==> src/rtl/dart_launcher.sv <==
`default_nettype none
// ============================================================================
// Module   : dart_launcher
// Purpose  : Throw generator for the dart scorer. Throws come from an LFSR
//            (autoplay) or from a host aim channel; tracks turns, stops on
//            game set, throw cap or timeout.
// Revision : 1.0 - initial release
// ============================================================================
module dart_launcher #(
    parameter int GAP        = 2,
    parameter int TIMEOUT    = 16,
    parameter int MAX_THROWS = 255
) (
    input  logic        clk,
    input  logic        reset,
    input  logic        start_i,
    input  logic        mode_i,
    input  logic [15:0] seed_i,
    input  logic        aim_valid_i,
    input  logic [7:0]  aim_x_i,
    input  logic [7:0]  aim_y_i,
    output logic        aim_ready_o,
    output logic        dart_come_o,
    output logic [7:0]  dart_position_x_o,
    output logic [7:0]  dart_position_y_o,
    input  logic        player_1_done_i,
    input  logic        player_2_done_i,
    input  logic        game_set_i,
    input  logic        player_1_win_i,
    input  logic        player_2_win_i,
    output logic        busy_o,
    output logic [7:0]  throw_count_o,
    output logic [1:0]  winner_o,
    output logic        protocol_err_o,
    output logic        timeout_err_o
);

    localparam logic [2:0] S_IDLE = 3'd0;
    localparam logic [2:0] S_GAP  = 3'd1;
    localparam logic [2:0] S_AIM  = 3'd2;
    localparam logic [2:0] S_FIRE = 3'd3;
    localparam logic [2:0] S_WAIT = 3'd4;
    localparam logic [2:0] S_STOP = 3'd5;

    localparam logic [15:0] c_seed_default = 16'hACE1;
    localparam logic [3:0]  c_gap          = 4'(GAP);
    // The wait counter expires on its 1 -> 0 step, giving TIMEOUT cycles from the strobe.
    localparam logic [7:0]  c_tmo_load     = 8'(TIMEOUT - 1);
    localparam logic [7:0]  c_max_throws   = 8'(MAX_THROWS);
    localparam logic [7:0]  c_coord_max    = 8'd30;

    logic [2:0]  r_state;
    logic [2:0]  w_next_state;
    logic        r_mode;
    logic [15:0] r_lfsr;
    logic [3:0]  r_gap;
    logic [7:0]  r_tmo;
    logic [7:0]  r_x;
    logic [7:0]  r_y;
    logic        r_turn;
    logic [1:0]  r_throw_in_turn;
    logic [7:0]  r_count;
    logic [1:0]  r_winner;
    logic        r_protocol_err;
    logic        r_timeout_err;

    logic        w_any_done;
    logic        w_unexp_done;
    logic [7:0]  w_count_inc;
    logic        w_tmo_expire;
    logic [15:0] w_lfsr_next;
    logic [7:0]  w_lfsr_x;
    logic [7:0]  w_lfsr_y;
    logic [7:0]  w_aim_x;
    logic [7:0]  w_aim_y;

    assign w_any_done   = player_1_done_i | player_2_done_i;
    // Both dones together always include the wrong player's, so count as a protocol error.
    assign w_unexp_done = r_turn ? player_1_done_i : player_2_done_i;
    assign w_count_inc  = (r_count == 8'hFF) ? r_count : r_count + 8'd1;
    assign w_tmo_expire = (r_tmo == 8'd1);
    assign w_lfsr_next  = {r_lfsr[14:0], r_lfsr[15] ^ r_lfsr[13] ^ r_lfsr[12] ^ r_lfsr[10]};
    assign w_lfsr_x     = (r_lfsr[4:0] == 5'd31) ? 8'd15 : {3'd0, r_lfsr[4:0]};
    assign w_lfsr_y     = (r_lfsr[9:5] == 5'd31) ? 8'd15 : {3'd0, r_lfsr[9:5]};
    assign w_aim_x      = (aim_x_i > c_coord_max) ? c_coord_max : aim_x_i;
    assign w_aim_y      = (aim_y_i > c_coord_max) ? c_coord_max : aim_y_i;

    always_ff @(posedge clk) begin
        if (!reset) begin
            r_state <= S_IDLE;
        end else begin
            r_state <= w_next_state;
        end
    end

    always_comb begin
        w_next_state = r_state;
        case (r_state)
            S_IDLE: if (start_i) w_next_state = S_GAP;
            S_GAP:  if (r_gap == 4'd1) w_next_state = r_mode ? S_AIM : S_FIRE;
            S_AIM:  if (aim_valid_i) w_next_state = S_FIRE;
            S_FIRE: w_next_state = S_WAIT;
            S_WAIT: begin
                if (w_any_done) begin
                    if (game_set_i)                       w_next_state = S_STOP;
                    else if (w_count_inc == c_max_throws) w_next_state = S_STOP;
                    else                                  w_next_state = S_GAP;
                end else if (game_set_i || w_tmo_expire) begin
                    w_next_state = S_STOP;
                end
            end
            S_STOP: if (!start_i) w_next_state = S_IDLE;
            default: w_next_state = S_IDLE;
        endcase
    end

    always_comb begin
        aim_ready_o = 1'b0;
        dart_come_o = 1'b0;
        busy_o      = (r_state != S_IDLE);
        case (r_state)
            S_AIM:   aim_ready_o = 1'b1;
            S_FIRE:  dart_come_o = 1'b1;
            default: ;
        endcase
    end

    always_ff @(posedge clk) begin
        if (!reset) begin
            r_mode          <= 1'b0;
            r_lfsr          <= c_seed_default;
            r_gap           <= 4'd0;
            r_tmo           <= 8'd0;
            r_x             <= 8'd0;
            r_y             <= 8'd0;
            r_turn          <= 1'b0;
            r_throw_in_turn <= 2'd0;
            r_count         <= 8'd0;
            r_winner        <= 2'b00;
            r_protocol_err  <= 1'b0;
            r_timeout_err   <= 1'b0;
        end else begin
            case (r_state)
                S_IDLE: begin
                    if (start_i) begin
                        r_mode          <= mode_i;
                        r_lfsr          <= (seed_i == 16'd0) ? c_seed_default : seed_i;
                        r_gap           <= c_gap;
                        r_turn          <= 1'b0;
                        r_throw_in_turn <= 2'd0;
                        r_count         <= 8'd0;
                        r_winner        <= 2'b00;
                        r_protocol_err  <= 1'b0;
                        r_timeout_err   <= 1'b0;
                    end
                end
                S_GAP: begin
                    r_gap <= r_gap - 4'd1;
                    // Autoplay coordinates are loaded ahead of the strobe so they are valid with it.
                    if (r_gap == 4'd1 && !r_mode) begin
                        r_x <= w_lfsr_x;
                        r_y <= w_lfsr_y;
                    end
                end
                S_AIM: begin
                    if (aim_valid_i) begin
                        r_x <= w_aim_x;
                        r_y <= w_aim_y;
                    end
                end
                S_FIRE: begin
                    r_tmo <= c_tmo_load;
                    if (!r_mode) r_lfsr <= w_lfsr_next;
                end
                S_WAIT: begin
                    r_tmo <= r_tmo - 8'd1;
                    r_gap <= c_gap;
                    if (w_any_done) begin
                        r_count <= w_count_inc;
                        if (w_unexp_done) r_protocol_err <= 1'b1;
                        if (r_throw_in_turn == 2'd2) begin
                            r_throw_in_turn <= 2'd0;
                            r_turn          <= ~r_turn;
                        end else begin
                            r_throw_in_turn <= r_throw_in_turn + 2'd1;
                        end
                    end
                    if (game_set_i) begin
                        r_winner <= {player_2_win_i, player_1_win_i};
                    end else if (!w_any_done && w_tmo_expire) begin
                        r_timeout_err <= 1'b1;
                    end
                end
                default: ;
            endcase
        end
    end

    assign dart_position_x_o = r_x;
    assign dart_position_y_o = r_y;
    assign throw_count_o     = r_count;
    assign winner_o          = r_winner;
    assign protocol_err_o    = r_protocol_err;
    assign timeout_err_o     = r_timeout_err;

endmodule
`default_nettype wire
==> config.mk <==
export PLATFORM = sky130hd
export DESIGN_NAME = dart_launcher
export DESIGN_NICKNAME = d
export VERILOG_FILES = /design/src/rtl/dart_launcher.sv
export SDC_FILE = /design/constraint.sdc
export NUM_CORES = 1
export LEC_CHECK = 0
export BUFFER_PORTS_ARGS = -buffer_cell sky130_fd_sc_hd__buf_2
export CORE_MARGIN = 3
export CORE_UTILIZATION = 40
export DETAILED_ROUTE_END_ITERATION = 7
export GPL_TIMING_DRIVEN = 0
export PLACE_DENSITY = 0.67
export SYNTH_ARGS = -nofsm -noshare
export SYNTH_HDL_FRONTEND = slang
export SYNTH_SLANG_ARGS = --single-unit
export TNS_END_PERCENT = 1
==> constraint.sdc <==
create_clock -name clk -period 3.4 [get_ports clk]
set_input_delay 0 -clock clk [delete_from_list [all_inputs] [get_ports clk]]
set_output_delay 0 -clock clk [all_outputs]
set_load 0.03 [all_outputs]
==> results.py <==
metrics = {
    "status": {
        "status": "finished, final reports clean",
    },
    "critical_path": {
        "worstRegToRegCells": 7,
        "max_stage_delay_ns": 0.58,
        "start_kind": "flop",
        "crit_path_end_kind": "flop",
        "cp_cell_sequence": "buf_2 > nor3b_2 > buf_2 > a21oi_1 > a32oi_1 > dlygate4sd3_1 > nor2_1",
        "required_ns": 3.61,
        "crit_family": "buffers and inverters",
        "r2r_setup_slack_ns": 1.25,
        "crit_type": "flop to flop",
        "cp_max_fo": 10,
        "path_common_cell": "buf_2",
        "worstReg2RegEnd": "winner_o[1]",
        "slowest_stage": "dlygate4sd3_1",
        "r2r-start": "r_state[0]",
        "worstPathBufferInverterCount": 3,
        "crit_arrival_ns": 2.36,
    },
    "timing": {
        "slew_headroom_pct": 58.11,
        "period_minus_slack_ns": 2.149,
        "post-route-period-util_pct": 63.22,
        "setup_ws_ns": 1.251,
        "skew_ns": 0.005348,
        "fmax_ghz": 0.4652,
        "rsz0062_at_grt": "false",
        "worst_pin_slew_ns": 0.6284,
        "hold_violations": 0,
        "setup_tns_ns": 0,
        "setup_viol": 0,
        "fin_hold_ws_ns": 0.02455,
        "final_max_slew_viol_count": 0,
    },
    "logic_synthesis": {
        "ys.flop_type": "dfxtp_1",
        "synthTopCellsByArea": "dfxtp_1 (41%), nand2_1 (5.6%), nor2_1 (5.0%)",
        "synth_seq_cells": 63,
        "seq_area_frac_synth_pct": 40.73,
        "avgSynthCellArea_um2": 8.347,
        "yosysTopAreaCell": "dfxtp_1",
        "synth_cell_types": 57,
        "yosysMostFrequentCell": "dfxtp_1",
        "synth_common_cells": "dfxtp_1 (63), nand2_1 (46), nor2_1 (41)",
        "synth_edf_count": 0,
        "synth_area_um2": 3097,
        "yosys_warnings": 0,
        "synthCells": 371,
        "synth_top_area_share_pct": 40.73,
        "syn_nets": 418,
        "async_flop_share_pct": 0,
    },
    "global_route": {
        "track_usage_pct": 19.80,
        "grt_pass1_vias": 3040,
        "grt_max_degree": 11,
        "antenna_found_initial": 0,
        "grt_pass1_wl_mm": 13.95,
        "grt-ovfl-total": 0,
    },
    "power": {
        "p_per_area_nw_per_um2": 676.1,
        "power.leakage_nw": 1.693,
        "irDropWorstVdd_mv": 0.2987,
        "finalPower_mw": 2.714,
    },
    "clocking": {
        "clock_latency_ns": 0.33,
        "clock-sinks": 63,
        "clk_pin_slew_worst_paths_ns": 0.07,
        "cts-root-buf": "clkbuf_8",
        "ctsResizeCount": 0,
        "cts_tree": "built",
        "htreeDepth": 3,
        "cts_buffer_depth": 2,
        "cts_buffers": 9,
    },
    "final_layout": {
        "nFillCells": 702,
        "stdcell_count": 578,
        "area_growth_pct": 29.62,
        "multiInputGateArea_um2": 1690,
        "nets": 521,
        "final_util_pct": 54.47,
        "final_area_um2": 4014,
        "drive_above_1_share_pct": 23.43,
        "final-seq-area_um2": 1261,
    },
    "floorplanning": {
        "die_area_um2": 8833,
        "die_y_um": 93.99,
        "io_pins": 73,
        "core_area_um2": 7370,
        "initial_core_util_pct": 42.02,
        "std_cell_rows": 31,
        "die_x_um": 93.99,
    },
    "worst_hold_path": {
        "whs_endpoint": "dart_position_x_o[0]",
        "min_path_type": "input port to flop",
        "hold_start": "aim_x_i[5]",
        "whs_path_depth": 4,
    },
    "detailed_routing": {
        "drc": 0,
        "drt_wl_total_mm": 8.557,
        "drt_iter0_drc": 212,
        "wl_per_cell_um": 14.80,
        "ant_nets": 0,
        "dr_total_vias": 3205,
        "drt-vias-per-instance": 5.545,
        "firstDrtPassIters": 5,
    },
    "place": {
        "gp_congestion": 0.8864,
        "dp_slack_ns": 1.481,
        "port_buffers": 72,
        "dp_hpwl_mm": 6.110,
        "dpl_cell_area_um2": 3581,
        "dp_cells": 542,
    },
    "flow_run": {
        "drv_cap": 0,
    },
}
## power by group
| group | switching, mW | total, mW | internal [mW] | leakage, nW |
|---|---|---|---|---|
| clock network | 0.281 | 0.749 | 0.468 | 0.118 |
| logic | 0.544 | 0.950 | 0.407 | 1.06 |
| registers | 0.130 | 1.01 | 0.885 | 0.514 |
## worst max path at each step
stage                                start           to  slack [ns]  depth (start not counted)
final                           r_state[0]  winner_o[1]        1.25                          7
after global routing            r_state[0]  winner_o[1]        1.08                          7
after CTS                       r_state[0]  winner_o[1]        1.28                          7
after detailed placement          r_gap[0]   r_state[0]        1.48                          6
after global placement            r_gap[1]   r_state[0]        1.52                          7
after floorplan           throw_count_o[0]   r_state[2]        1.72                          6
## layout by cell type, fill, tap and decap left out, drive strengths merged, types with 3 or more instances in the layout
master       count
nor3b            4
dlygate4sd3     20
nor4             7
nor2b            3
dfxtp           63
mux2             3
nand2           46
nand4            9
o221ai          14
nand2b           3
o21ai            7
a311oi          11
and3             8
and2             3
a22oi            4
nand3           14
a21oi           28
xnor2            4
clkbuf          21
buf             85
a21o             5
or2              3
nor3            13
inv             10
nor2            42
mux2i            5
a211oi           6
a32oi            4
ha               5
a221oi           3
## logic make-up after synthesis
group | count (synthesis) | synth area share (%)
flip-flops | 63 | 40.73
adder cells (fa/ha/maj) | 5 | 2.020
buffers and inverters | 32 | 4.687
multiplexers | 8 | 2.707
AND/OR/NAND/NOR | 162 | 25.66
XOR/XNOR | 6 | 1.697
AO/OA/AOI/OAI | 95 | 22.51
## state kept, by name, summed over array words and instances, names as in the netlist
name / count
dart_position_x_o: 8
dart_position_y_o: 8
protocol_err_o: 1
r_gap: 4
r_lfsr: 16
r_mode: 1
r_state: 3
r_throw_in_turn: 2
r_tmo: 8
r_turn: 1
throw_count_o: 8
timeout_err_o: 1
winner_o: 2
## metal layers
layer	global-route usage [%]	routed length (µm)
met1	26.92	4046
met2	30.40	3829
met3	4.567	504
met4	7.581	176
met5	0	0
## repair_timing
action	in CTS	in global routing
buffers inserted	0	0
hold buffers	20	0
hold endpoints to repair	19	0
## cell type report
cell class	count	area share, %
tap	99	3.086
multi-input combinational	276	42.11
clock buffer	12	4.115
clock inverter	3	1.621
buffer	22	2.681
antenna	1	0.06234
inverter	10	0.9352
sequential	63	31.42
timing repair buffer	92	13.97
## tightest hold or removal path, cell delays in order
cell	delay, ns
buf_2	0.07
nor3_1	0.04
nand4_1	0.11
a311oi_1	0.09
No activity file was read; power rests on OpenSTA's default activity.
